`config.mk`:
```
export PLATFORM = sky130hd
export DESIGN_NAME = rv_mem_arb
export DESIGN_NICKNAME = d
export VERILOG_FILES = /design/src/rtl/rv_mem_arb.sv
export SDC_FILE = /design/constraint.sdc
export NUM_CORES = 1
export LEC_CHECK = 0
export CAP_MARGIN = 20
export CORE_AREA = 3 3 193 195
export DETAILED_ROUTE_END_ITERATION = 8
export DIE_AREA = 0 0 196 198
export PLACE_DENSITY_LB_ADDON = 0.12
export SLEW_MARGIN = 20
export SYNTH_ARGS = -nofsm -noshare
export SYNTH_HDL_FRONTEND = slang
export SYNTH_SLANG_ARGS = --single-unit
export TNS_END_PERCENT = 30
```
`constraint.sdc`:
```
create_clock -name clk -period 2.2 [get_ports clk]
set_clock_uncertainty 0.2 [all_clocks]
set_input_delay 0.33 -clock clk [delete_from_list [all_inputs] [get_ports clk]]
set_output_delay 0.33 -clock clk [all_outputs]
set_load 0.01 [all_outputs]
```
`src/rtl/rv_mem_arb.sv`:
```
// Shares one single-ported 64-bit memory between instruction fetch (IF) and data memory (DM).
// One transaction is outstanding at a time. DM wins by default, a starvation counter forces IF progress, and a watchdog aborts hung accesses.
//
// Handshake: a requester holds *_req_i until it sees *_gnt_o, which is combinational in the same IDLE cycle.
// The transaction then completes with exactly one *_rvalid_o pulse, on mem_rvalid_i or on the watchdog abort.
module rv_mem_arb #(
   parameter int ADDR_W     = 64,
   parameter int STARVE_MAX = 4,
   parameter int TIMEOUT    = 16
) (
   input  logic              clk,
   input  logic              rstn,
   input  logic              if_req_i,
   input  logic [ADDR_W-1:0] if_addr_i,
   output logic              if_gnt_o,
   output logic              if_rvalid_o,
   output logic [31:0]       if_rdata_o,
   input  logic              dm_req_i,
   input  logic              dm_we_i,
   input  logic [ADDR_W-1:0] dm_addr_i,
   input  logic [63:0]       dm_wdata_i,
   output logic              dm_gnt_o,
   output logic              dm_rvalid_o,
   output logic [63:0]       dm_rdata_o,
   output logic              err_o,
   output logic              mem_req_o,
   output logic              mem_we_o,
   output logic [ADDR_W-1:0] mem_addr_o,
   output logic [63:0]       mem_wdata_o,
   input  logic              mem_rvalid_i,
   input  logic [63:0]       mem_rdata_i,
   output logic              o_dbg_state,
   output logic [3:0]        o_dbg_starve_cnt
);

   localparam logic [0:0] S_IDLE = 1'b0;
   localparam logic [0:0] S_WAIT = 1'b1;

   localparam logic [3:0] STARVE_LIM = 4'(STARVE_MAX);
   localparam logic [7:0] WD_LAST    = 8'(TIMEOUT - 1);

   logic [0:0] r_state;
   logic       r_owner;
   logic       r_sel_hi;
   logic       r_we;
   logic [3:0] r_starve_cnt;
   logic [7:0] r_wd_cnt;

   logic w_idle;
   logic w_wait;
   logic w_if_win;
   logic w_dm_win;
   logic w_resp;
   logic w_tout;
   logic w_done;

   assign w_idle = (r_state == S_IDLE);
   assign w_wait = (r_state == S_WAIT);

   // IF beats a competing DM request only once it has lost STARVE_MAX times in a row.
   assign w_if_win = w_idle & if_req_i & (~dm_req_i | (r_starve_cnt == STARVE_LIM));
   assign w_dm_win = w_idle & dm_req_i & ~w_if_win;

   // A real response in the timeout cycle takes priority over the abort.
   assign w_resp = w_wait & mem_rvalid_i;
   assign w_tout = w_wait & ~mem_rvalid_i & (r_wd_cnt == WD_LAST);
   assign w_done = w_resp | w_tout;

   always_comb begin
      if_gnt_o    = w_if_win;
      dm_gnt_o    = w_dm_win;
      mem_req_o   = w_if_win | w_dm_win;
      mem_we_o    = w_dm_win & dm_we_i;
      mem_addr_o  = '0;
      mem_wdata_o = '0;
      if (w_if_win) begin
         mem_addr_o = if_addr_i;
      end else if (w_dm_win) begin
         mem_addr_o  = dm_addr_i;
         mem_wdata_o = dm_wdata_i;
      end
   end

   always_comb begin
      if_rvalid_o = w_done & ~r_owner;
      dm_rvalid_o = w_done & r_owner;
      err_o       = w_tout;
      if_rdata_o  = '0;
      dm_rdata_o  = '0;
      if (w_resp && !r_owner) begin
         if_rdata_o = r_sel_hi ? mem_rdata_i[63:32] : mem_rdata_i[31:0];
      end
      // Write acknowledges carry no data.
      if (w_resp && r_owner && !r_we) begin
         dm_rdata_o = mem_rdata_i;
      end
   end

   always_ff @(posedge clk or negedge rstn) begin
      if (!rstn) begin
         r_state  <= S_IDLE;
         r_owner  <= 1'b0;
         r_sel_hi <= 1'b0;
         r_we     <= 1'b0;
         r_wd_cnt <= 8'd0;
      end else begin
         case (r_state)
            S_IDLE: begin
               if (w_if_win || w_dm_win) begin
                  r_state  <= S_WAIT;
                  r_owner  <= w_dm_win;
                  r_wd_cnt <= 8'd0;
                  if (w_if_win) r_sel_hi <= if_addr_i[2];
                  if (w_dm_win) r_we <= dm_we_i;
               end
            end
            S_WAIT: begin
               if (w_done) begin
                  r_state <= S_IDLE;
               end else begin
                  r_wd_cnt <= r_wd_cnt + 8'd1;
               end
            end
            default: r_state <= S_IDLE;
         endcase
      end
   end

   always_ff @(posedge clk or negedge rstn) begin
      if (!rstn) begin
         r_starve_cnt <= 4'd0;
      end else if (w_if_win) begin
         r_starve_cnt <= 4'd0;
      end else if (w_dm_win && if_req_i && (r_starve_cnt < STARVE_LIM)) begin
         r_starve_cnt <= r_starve_cnt + 4'd1;
      end
   end

   assign o_dbg_state      = r_state[0];
   assign o_dbg_starve_cnt = r_starve_cnt;

endmodule
```
==> impl_metrics.yaml, run 1 <==
yosys:
  synth_edf_count: 0
  yosysSeqAreaShare_pct: 14.1
  syn_inst: 376
  synthMuxAreaShare_pct: 13.5
  synth-main-ff-cell: "dfrtp_1"
  synth_top_area_share_pct: 28.4
  synth_top_area_cell: "and2_1"
  async_flop_share_pct: 100
  netlist_top_cells_area: "and2_1 28%, a22o_1 20%, dfrtp_1 14%"
  synth-simple-area-share_pct: 40.4
  synth_area_per_cell_um2: 7.57
  yosys_warnings: 0
  synth_compound_area_share_pct: 24.3
  synthAdderAreaFrac_pct: 1.32
  ys_seq_elements: 16
  yosysUniqueCellTypes: 37
  synth_area_um2: 2850
  synth_xor_area_share_pct: 0
  synthesis.nets: 641
  synth_top_family_by_area: "simple AND/OR/NAND/NOR gates"
power_and_ir_drop:
  powerDensity_nw_per_um2: 487
  finalPower_mw: 4.65
  vdd_drop_max_mv: 0.252
  power.static_leakage_nw: 5.69
final_layout:
  fillers: 3909
  final_layout_size_suffix_gt1_share_pct: 30.2
  syn_to_final_growth_pct: 236
  fin_area_um2: 9550
  fin_cells: 1391
  num_antenna_cells: 0
  multiInputGateArea_um2: 2410
  fin_util_pct: 26.9
  seqCellArea_um2: 403
  fin_nets: 1196
setup_path:
  startpoint_type: "flip-flop"
  cp.arrival_ps: 2000
  crit_type: "flip-flop to output pin"
  crit_fanout: 7
  r2r_slack_ps: 190
  required_ps: 1670
  end_kind: "output pin"
sta:
  period_minus_slack_ps: 2530
  grt_setup_unrepaired: "yes"
  holdWs_ps: 211
  drv_slew: 0
  fmax_ghz: 0.395
  maxSlewHeadroom_pct: 81.1
  setup_violations: 131
  setup_ws_ps: -330
  fin_crit_sh_pct: 115
  tightest_slew_ps: 280
  setup_tns_ps: -32580
  hold_violations: 0
route:
  wl_per_cell_um: 19.9
  dr_wl_met3_um: 2680
  first_pass_iters: 4
  ant_nets: 0
  m1WireLength_um: 9400
  routed.top_layer: "met5"
  viasPerCell: 3.65
  post-route-drc-count: 0
  dr_total_vias: 5080
  wl_met2_um: 15200
  wl_um: 27700
  dr.first_iter.drc_count: 138
placement:
  numPortBuffers: 497
  place_hpwl_um: 23100
  dp.cells: 1363
  placed_area_um2: 8920
  gp_congestion: 0.765
  place_ws_ps: -709
min_path:
  hold_path_class: "primary input to asynchronous set/reset pin"
clocking:
  cts_tree: "done"
  cts_max_level: 1
  clk_latency_ps: 250
  cts_buffers: 3
  clock_sinks: 16
  clock_path_buffers: 2
  cts.clk_slew.worst_paths_ps: 60
  clockRootBuffer: "clkbuf_16"
  postCtsHoldBufs: 0
die:
  start_util_pct: 8.00
  die_h_um: 198
  fp.dieArea_um2: 38800
  die_w_um: 196
  coreArea_um2: 35600
  rows: 69
  ioPinCount: 498
grt:
  grt_usage_pct: 12.8
  grt_max_degree: 33
  grt-ovfl-total: 0
  grt_pass1_vias: 5240
  antenna_found_initial: 8
  grt_pass1_wl_um: 37000
run:
  maxCapViolCount: 0
outcome:
  violations: "setup timing"
  status: "finished with violations"
synth_stat cells (3+ instances only):
master	n
ha_1	3
inv_1	4
a22o_1	64
buf_4	4
mux2_2	4
clkbuf_1	18
buf_2	14
nand3_1	7
dfrtp_1	16
mux2i_1	34
nand2_1	7
nor2_1	38
and2_1	129
final timing paths:
| kind | start | endpoint | depth (start not counted) |
|---|---|---|---|
| setup / recovery | o_dbg_starve_cnt[1]$_DFFE_PN0P_ | mem_addr_o[40] | 9 |
| hold / removal | rstn | r_wd_cnt[1]$_DFFE_PN0P_ | 2 |
| setup reg to reg | o_dbg_starve_cnt[1]$_DFFE_PN0P_ | r_we$_DFFE_PN0P_ | 7 |
| hold reg to reg | r_wd_cnt[0]$_DFFE_PN0P_ | r_wd_cnt[0]$_DFFE_PN0P_ | 2 |
| max in group asynchronous | rstn | r_sel_hi$_DFFE_PN0P_ | 2 |
| min in group clk | r_wd_cnt[0]$_DFFE_PN0P_ | r_wd_cnt[0]$_DFFE_PN0P_ | 2 |
worst max-delay path, stage by stage, from the launching register on:
cell	delay [ps]
dfrtp_1	350
inv_1	50
ha_2	170
and4b_1	200
nor3b_4	250
buf_12	170
buf_12	140
buf_12	120
a22o_1	180
buf_6	120
routing by layer:
layer,track usage [%],vias up
met5,0,-
met3,5.05,32
met1,13.0,2328
met2,25.6,261
met4,0.845,16
li1,-,2443
state kept, by name, indices dropped and copies added (netlist names):
name	count
r_wd_cnt	8
o_dbg_starve_cnt	4
o_dbg_state	1
r_owner	1
r_sel_hi	1
r_we	1
layout by cell type (no fill, tap or decap), types with 14 or more instances in the layout:
cell,n
nor2_1,38
mux2i_1,34
and2_1,93
buf_4,61
a22o_1,62
and2_4,36
buf_2,60
dlymetal6s2s_1,91
buf_12,22
dfrtp_1,14
buf_6,64
clkdlybuf4s50_1,266
logic make-up (layout without fill, tap and decap cells):
family          Yosys count  after routing
flops                    16             16
fa+ha+maj                 3              3
buf+inv                  40            594
simple gates            198            198
mux                      38             38
compound gates           81             81
where the power goes:
| part | switching, mW | internal, mW | total [mW] | leakage (nW) |
|---|---|---|---|---|
| logic | 1.55 | 2.23 | 3.78 | 5.44 |
| registers | 0.0697 | 0.383 | 0.453 | 0.207 |
| clock network | 0.134 | 0.277 | 0.411 | 0.0442 |
area by class of cell:
type,count,area share (%)
clock buffer,4,0.930
tap,461,6.04
inverter,4,0.157
timing repair buffer,586,63.4
multi-input combinational,320,25.2
sequential,16,4.22
repair_timing:
item,in CTS,in global routing
buffers inserted,12,5
gates resized for setup,513,286
gates cloned,6,7
hold endpoints to repair,0,0
pin swaps,35,60
setup endpoints to repair,231,231
No activity file was read; power rests on OpenSTA's default activity.
==> run 2: changes to the inputs <==
--- a/config.mk
+++ b/config.mk
@@ -7,6 +7,7 @@
 export LEC_CHECK = 0
 export CAP_MARGIN = 20
 export CORE_AREA = 3 3 193 195
+export CTS_BUF_LIST = sky130_fd_sc_hd__clkbuf_4 sky130_fd_sc_hd__clkbuf_8
 export DETAILED_ROUTE_END_ITERATION = 8
 export DIE_AREA = 0 0 196 198
 export PLACE_DENSITY_LB_ADDON = 0.12
==> run 2 against run 1 <==
  * Global-route usage hardly changed
  * First-iteration DRC count is 1.4% higher
  * Critical path depth is 1 higher
  * Sequential share of layout area hardly changed
  * Combinational power is 1% higher
  * Total power is 1.9% lower
  * Final area is 0.47% lower
  * Count of clock-buffer cells in the layout stayed put
  * Core utilization is 0.13 points lower
  * The flow still finishes with violations (setup timing)
  * Non-clock buffer count is 6 higher
==> impl_metrics.yaml, run 2 (synthesis gave the netlist of run 1 again) <==
final_layout:
  final_common_cell: "clkdlybuf4s50_1"
  fin_util_pct: 26.7
  final_cell_mix: "265 x clkdlybuf4s50_1, 84 x buf_6, 79 x and2_1"
  fin_nets: 1202
  fin_cells: 1397
  largest_reg_flops: 8
  regMostFlops: "r_wd_cnt"
  syn_to_final_growth_pct: 234
  final_layout_size_suffix_gt1_share_pct: 35.6
  num_antenna_cells: 0
placement:
  gp_congestion: 0.765
  dp.cells: 1363
  numPortBuffers: 497
  place_hpwl_um: 23100
clocking:
  cts_max_level: 1
  cts_buffers: 3
  clk_latency_ps: 250
  clockRootBuffer: "clkbuf_8"
  clock_sinks: 16
  cts_tree: "done"
  cts.clk_slew.worst_paths_ps: 70
  clock_path_buffers: 2
route:
  ant_nets: 0
  dr_total_vias: 5128
  wl_per_cell_um: 19.9
  wl_um: 27800
  viasPerCell: 3.67
  dr.first_iter.drc_count: 140
  first_pass_iters: 4
  post-route-drc-count: 0
die:
  rows: 69
  start_util_pct: 8.00
  die_w_um: 196
  ioPinCount: 498
  die_h_um: 198
  fp.dieArea_um2: 38800
  coreArea_um2: 35600
outcome:
  status: "finished with violations"
  violations: "setup timing"
setup_path:
  worst_path_max_delay_cell: "dfrtp_1"
  crit_type: "flip-flop to output pin"
  required_ps: 1670
  cp_cell_sequence: "inv_1, ha_2, and4b_1, nor3b_4, buf_12, buf_12, buf_16, buf_6, and2_4, buf_6"
  worstReg2RegStart: "o_dbg_starve_cnt[1]$_DFFE_PN0P_"
  cp.arrival_ps: 2010
  critPathLaunch: "o_dbg_starve_cnt[1]$_DFFE_PN0P_"
  startpoint_type: "flip-flop"
  end_kind: "output pin"
  max_stage_delay_ps: 350
  crit_fanout: 5
power_and_ir_drop:
  powerDensity_nw_per_um2: 480
  power.static_leakage_nw: 5.31
  vdd_drop_max_mv: 0.226
sta:
  hold_violations: 0
  fmax_ghz: 0.394
  setup_ws_ps: -340
  fin_crit_sh_pct: 115
  grt_setup_unrepaired: "yes"
  tightest_slew_ps: 280
  period_minus_slack_ps: 2540
  maxSlewHeadroom_pct: 81.1
  drv_slew: 0
  setup_violations: 130
min_path:
  hold_path_class: "primary input to asynchronous set/reset pin"
grt:
  grt-ovfl-total: 0
  grt_max_degree: 33
  grt_pass1_wl_um: 36900
  grt_pass1_vias: 5246
  antenna_found_initial: 8
  grt_usage_pct: 12.8
run:
  maxCapViolCount: 0
## run 2: cell count changes in the layout (fill, tap and decap cells not counted), moves of 3 or more
| cell | delta |
|---|---|
| and2_1 | -14 |
| dlymetal6s2s_1 | -27 |
| clkbuf_8 | +3 |
| clkbuf_2 | +3 |
| buf_6 | +20 |
| clkdlybuf4s15_1 | -3 |
| and2_4 | +14 |
| buf_2 | +15 |
## run 2: metal layers
metal  routed length (um)  track usage (%)
met1                 9280             12.9
met2                15300             25.6
met3                 2750             5.05
met4                  325            0.766
met5                   92                0
## run 2: report_power, final
| group | leakage, nW | total [mW] | switching, mW | internal, mW |
|---|---|---|---|---|
| sequential | 0.207 | 0.452 | 0.0699 | 0.382 |
| combinational | 5.07 | 3.83 | 1.56 | 2.27 |
| clock | 0.0288 | 0.271 | 0.112 | 0.159 |
## run 2: stage by stage
stage               TNS, ps  hold WS (ps)  cell area [um2]  total power [mW]  setup slack [ps]
finish               -32830           207             9510              4.56              -340
global route         -48370           234             9510              4.88              -453
CTS                  -90340           214             9250              4.52              -480
detailed placement  -118620           360             8920              4.05              -709
global placement    -121240           367             8920              4.08              -733
floorplan                 0          -166             2850              1.78              37.8
## run 2: final timing paths
kind,to,slack [ps],cells past startpoint
min in group clk,r_wd_cnt[0]$_DFFE_PN0P_,360,2
worst min-delay path,r_wd_cnt[5]$_DFFE_PN0P_,210,2
max in group asynchronous,o_dbg_state$_DFF_PN0_,1380,2
worst max-delay path,mem_wdata_o[53],-340,10
worst max register to register,r_we$_DFFE_PN0P_,190,7
worst min register to register,r_wd_cnt[0]$_DFFE_PN0P_,360,2
## run 2: worst max-delay path, delay by kind of cell, from the launching register on
kind          cells  cell delay [ps]
fa+ha+maj         1              170
buf+inv           6              650
flops             1              350
simple gates      3              570
## run 2: repair_timing
| item | CTS | global route |
|---|---|---|
| endpoints found under the setup margin | 231 | 231 |
| hold buffers | 0 | 0 |
| setup buffers | 12 | 8 |
| resized for setup | 504 | 397 |
| hold endpoints to repair | 0 | 0 |
| cloned | 6 | 10 |
| pin swaps | 39 | 73 |
## run 2: final cells by class
class / instances / area, um2
sequential: 16 / 403
timing repair buffer: 592 / 6010
clock buffer: 4 / 55.1
multi-input combinational: 320 / 2440
fill: 3920 / 26100
inverter: 4 / 15.0
tap: 461 / 577
==> run 3: changes to the inputs <==
--- a/config.mk
+++ b/config.mk
@@ -10,8 +10,8 @@
 export CTS_BUF_LIST = sky130_fd_sc_hd__clkbuf_4 sky130_fd_sc_hd__clkbuf_8
 export DETAILED_ROUTE_END_ITERATION = 8
 export DIE_AREA = 0 0 196 198
+export MAX_ROUTING_LAYER = met4
 export PLACE_DENSITY_LB_ADDON = 0.12
-export SLEW_MARGIN = 20
 export SYNTH_ARGS = -nofsm -noshare
 export SYNTH_HDL_FRONTEND = slang
 export SYNTH_SLANG_ARGS = --single-unit
==> run 3 against run 2 <==
  * The flow still finishes with violations (setup timing)
  * Register-to-register slack about the same
  * Largest cell class unchanged
  * Count of clock-buffer cells in the layout stayed put
  * Highest routed layer is now met4
  * Sequential share of layout area about the same
  * Critical endpoint is now mem_addr_o[40]
  * Largest power group unchanged
  * Worst hold slack worse by 2.0 ps
==> impl_metrics.yaml, run 3 (synthesis gave the netlist of run 1 again) <==
setup_path:
  end_kind: "output pin"
  path_common_cell: "buf_12"
  max_stage_delay_ps: 350
  cp.arrival_ps: 2020
  cp_cell_sequence: "inv_1, ha_2, and4b_1, nor3b_4, buf_12, buf_12, buf_12, a22o_1, buf_6"
  startpoint_type: "flip-flop"
  required_ps: 1670
  crit_type: "flip-flop to output pin"
  crit_fanout: 7
  worst_path_max_delay_cell: "dfrtp_1"
sta:
  setup_ws_ps: -347
  grt_setup_unrepaired: "yes"
  holdWs_ps: 205
  period_minus_slack_ps: 2550
  fin_crit_sh_pct: 116
  hold_violations: 0
  tightest_slew_ps: 302
  maxSlewHeadroom_pct: 79.6
  fmax_ghz: 0.393
  setup_violations: 130
  drv_slew: 0
outcome:
  violations: "setup timing"
  status: "finished with violations"
power_and_ir_drop:
  p_int_mw: 2.82
  powerDensity_nw_per_um2: 479
  swShare_pct: 38.4
  power.static_leakage_nw: 5.35
  p_clk_share_pct: 6.0
  p_switching_mw: 1.76
  pwr-share-comb_pct: 84.0
  sequentialPowerShare_pct: 10.0
  finalPower_mw: 4.57
  vdd_drop_max_mv: 0.228
placement:
  gp_congestion: 0.775
  placed_area_um2: 8920
  numPortBuffers: 497
  place_hpwl_um: 23100
die:
  die_w_um: 196
  rows: 69
  fp.dieArea_um2: 38800
  ioPinCount: 498
  start_util_pct: 8.00
  coreArea_um2: 35600
  die_h_um: 198
final_layout:
  seqCellArea_um2: 403
  final_common_cell: "clkdlybuf4s50_1"
  final_cell_mix: "265 x clkdlybuf4s50_1, 81 x and2_1, 80 x buf_6"
  multiInputGateArea_um2: 2440
  fin_area_um2: 9540
  largest_reg_flops: 8
  fin_util_pct: 26.8
  syn_to_final_growth_pct: 235
  final_layout_size_suffix_gt1_share_pct: 34.9
  fin_nets: 1201
  regMostFlops: "r_wd_cnt"
  fillers: 3920
clocking:
  cts_max_level: 1
  cts.clk_slew.worst_paths_ps: 70
  clk_latency_ps: 260
  clockRootBuffer: "clkbuf_8"
  clock_sinks: 16
  clock_path_buffers: 2
  postCtsHoldBufs: 0
  cts_buffers: 3
  cts_tree: "done"
min_path:
  hold_path_class: "primary input to asynchronous set/reset pin"
grt:
  grt_usage_pct: 13.1
  grt_pass1_wl_um: 36800
  grt-ovfl-total: 0
  antenna_found_initial: 8
  grt_pass1_vias: 5267
  grt_max_degree: 33
run:
  maxCapViolCount: 0
route:
  dr_total_vias: 5120
  ant_nets: 0
  post-route-drc-count: 0
  wl_per_cell_um: 19.8
  viasPerCell: 3.65
  wl_um: 27800
  first_pass_iters: 4
  dr.first_iter.drc_count: 155
run 3: per-stage QoR:
step                      instances  setup TNS [ps]  setup slack (ps)
after global routing           1404          -48450              -454
after detailed placement       1363         -118620              -709
after floorplan                 376               0              37.8
after global placement         1363         -121240              -733
final                          1404          -33460              -347
after CTS                      1384          -90340              -480
run 3: path summary, 6_finish.rpt:
| kind | from | endpoint | slack (ps) | cells after the start |
|---|---|---|---|---|
| hold reg to reg | r_wd_cnt[0]$_DFFE_PN0P_ | r_wd_cnt[0]$_DFFE_PN0P_ | 360 | 2 |
| setup / recovery | o_dbg_starve_cnt[1]$_DFFE_PN0P_ | mem_addr_o[40] | -350 | 9 |
| max in group asynchronous | rstn | o_dbg_state$_DFF_PN0_ | 1380 | 2 |
| hold / removal | rstn | r_wd_cnt[5]$_DFFE_PN0P_ | 200 | 2 |
| setup reg to reg | o_dbg_starve_cnt[1]$_DFFE_PN0P_ | r_we$_DFFE_PN0P_ | 180 | 7 |
| min in group clk | r_wd_cnt[0]$_DFFE_PN0P_ | r_wd_cnt[0]$_DFFE_PN0P_ | 360 | 2 |
run 3: layer usage:
layer | global-route usage (%) | wire (um) | vias up | share of wire (%)
li1 | - | - | 2468 | -
met1 | 13.3 | 9930 | 2384 | 36
met2 | 25.7 | 15300 | 256 | 55
met3 | 4.25 | 2270 | 12 | 8.1
met4 | 0.766 | 305 | 0 | 1.1
met5 | - | 0 | - | 0
run 3: repair_timing:
action,4_1_cts,5_1_grt
pin swaps,39,69
cloned,6,10
endpoints found under the setup margin,231,231
gates resized for setup,504,375
buffers inserted,12,7
run 3: final cells by class:
| type | instances | share of cell area, % |
|---|---|---|
| antenna | 8 | 0.210 |
| clock buffer | 4 | 0.577 |
| inverter | 4 | 0.157 |
| multi-input combinational | 320 | 25.5 |
| sequential | 16 | 4.22 |
| tap | 461 | 6.04 |
| timing repair buffer | 591 | 63.3 |
run 3: power by group through the flow:
stage,Combinational [mW],Sequential [mW],Clock [mW]
finish,3.84,0.455,0.274
global route,4.11,0.469,0.301
CTS,3.78,0.460,0.286
detailed placement,3.59,0.464,0
global placement,3.62,0.463,0
floorplan,1.31,0.468,0
run 3: worst max-delay path: cells and delay by family (launching register included):
family / cells / cell delay (ps)
compound gates: 1 / 180
fa+ha+maj: 1 / 170
buf+inv: 5 / 590
flops: 1 / 350
simple gates: 2 / 450
==> patch (settings of run 3) <==
The parameter `ADDR_W` goes from 64 to 96.
--- a/src/rtl/rv_mem_arb.sv
+++ b/src/rtl/rv_mem_arb.sv
@@ -6,3 +6,3 @@
 module rv_mem_arb #(
-   parameter int ADDR_W     = 64,
+   parameter int ADDR_W     = 96,
    parameter int STARVE_MAX = 4,
Ports: changed (resized dm_addr_i, if_addr_i and mem_addr_o); port bits go from 498 to 594. No check against the original RTL was run, so the function may have changed too.
==> patch against run 3 <==
The flow still finishes with violations (negative setup slack); synthesized area grew 11%; sequential share of layout area fell by 0.28 points; final area up 7.2%; setup slack lost 28 ps; routed wire length is 27% higher; power rose by 8.0%; count of clock-buffer cells in the layout did not move; sequential cell count did not move; critical endpoint is now mem_addr_o[1]; largest power group unchanged.
==> patch: results (changes against run 3) <==
[worst_setup_path]
worst-r2r-setup-slack_ps = 220  ; +40 ps
slowest_delay_ps = 380  ; +30 ps
rr_worst_depth = 8  ; +1
crit-reg2reg-capture = r_sel_hi$_DFFE_PN0P_
r2r_start = o_dbg_starve_cnt[0]$_DFFE_PN0P_

[place]
routability_congestion_estimate = 0.810  ; +4.5%
place_ws_ps = -879  ; -170 ps

[global_route]
grt_antenna_before_repair = 11  ; +3
track_usage_pct = 17.0  ; +3.9 points
number_of_global_route_vias_before_repair = 6141  ; +17%
global_route_wire_length_before_repair_um = 46500  ; +26%

[routing]
drt-met1-wl_um = 14500  ; +46%
detail_route.first_pass.iterations = 6  ; +2
route.detailed.vias_per_inst = 3.83  ; +5.1%
detailed_routed_wire_length_on_met3_um = 2530  ; +12%
route.met2.wl_um = 17700  ; +16%

[clock_network]
post_cts.repair.setup_buffers = 11  ; -1

[final_layout]
multiInputCombCellCount = 352  ; +10%
fraction_of_area_in_registers_pct = 3.94  ; -0.28 points
antenna_cells_inserted = 11  ; +3
signal_buffers = 678  ; +15%
clock_cell_area_share_pct = 0.538  ; -0.039 points

[synth]
synthesis.nets = 745  ; +16%
synth_commonest_cells = and2_1, a22o_1, nor2_1

[power_and_ir_drop]
p_leak_uw = 0.00473  ; -12%
netSwitchingFraction_pct = 40.0  ; +1.6 points
power_clock_uw = 275  ; about the same
power.share.combinational_pct = 84.9  ; +0.9 points

[timing]
setup_viol = 237  ; +82%
fin_ws_ps = -375  ; -28.4 ps

[outcome]
failed_checks = negative setup slack
status = finished with violations

patch: metrics by stage:
| stage | total power [uW] | area [sq um] | instances | hold slack (ps) | TNS, ps |
|---|---|---|---|---|---|
| after floorplan | 1960 | 3170 | 416 | -166 | 0 |
| after global placement | 4610 | 10200 | 1489 | 282 | -162440 |
| after detailed placement | 4570 | 10200 | 1489 | 301 | -163120 |
| after CTS | 4970 | 10200 | 1513 | 179 | -86140 |
| after global routing | 5270 | 10200 | 1526 | 185 | -87860 |
| final | 4940 | 10200 | 1526 | 167 | -60240 |
patch: layer usage:
| layer | up-vias | global-route usage, % |
|---|---|---|
| li1 | 2803 | - |
| met1 | 2711 | 19.6 |
| met2 | 314 | 30.3 |
| met3 | 20 | 4.76 |
| met4 | 0 | 2.14 |
| met5 | - | - |
patch: kinds of logic after synthesis:
group | after synthesis | synth area share [%]
buf+inv | 48 | 7.30
compound gates | 113 | 30.5
fa+ha+maj | 3 | 1.18
mux | 38 | 12.1
simple gates | 198 | 36.3
flops | 16 | 12.6
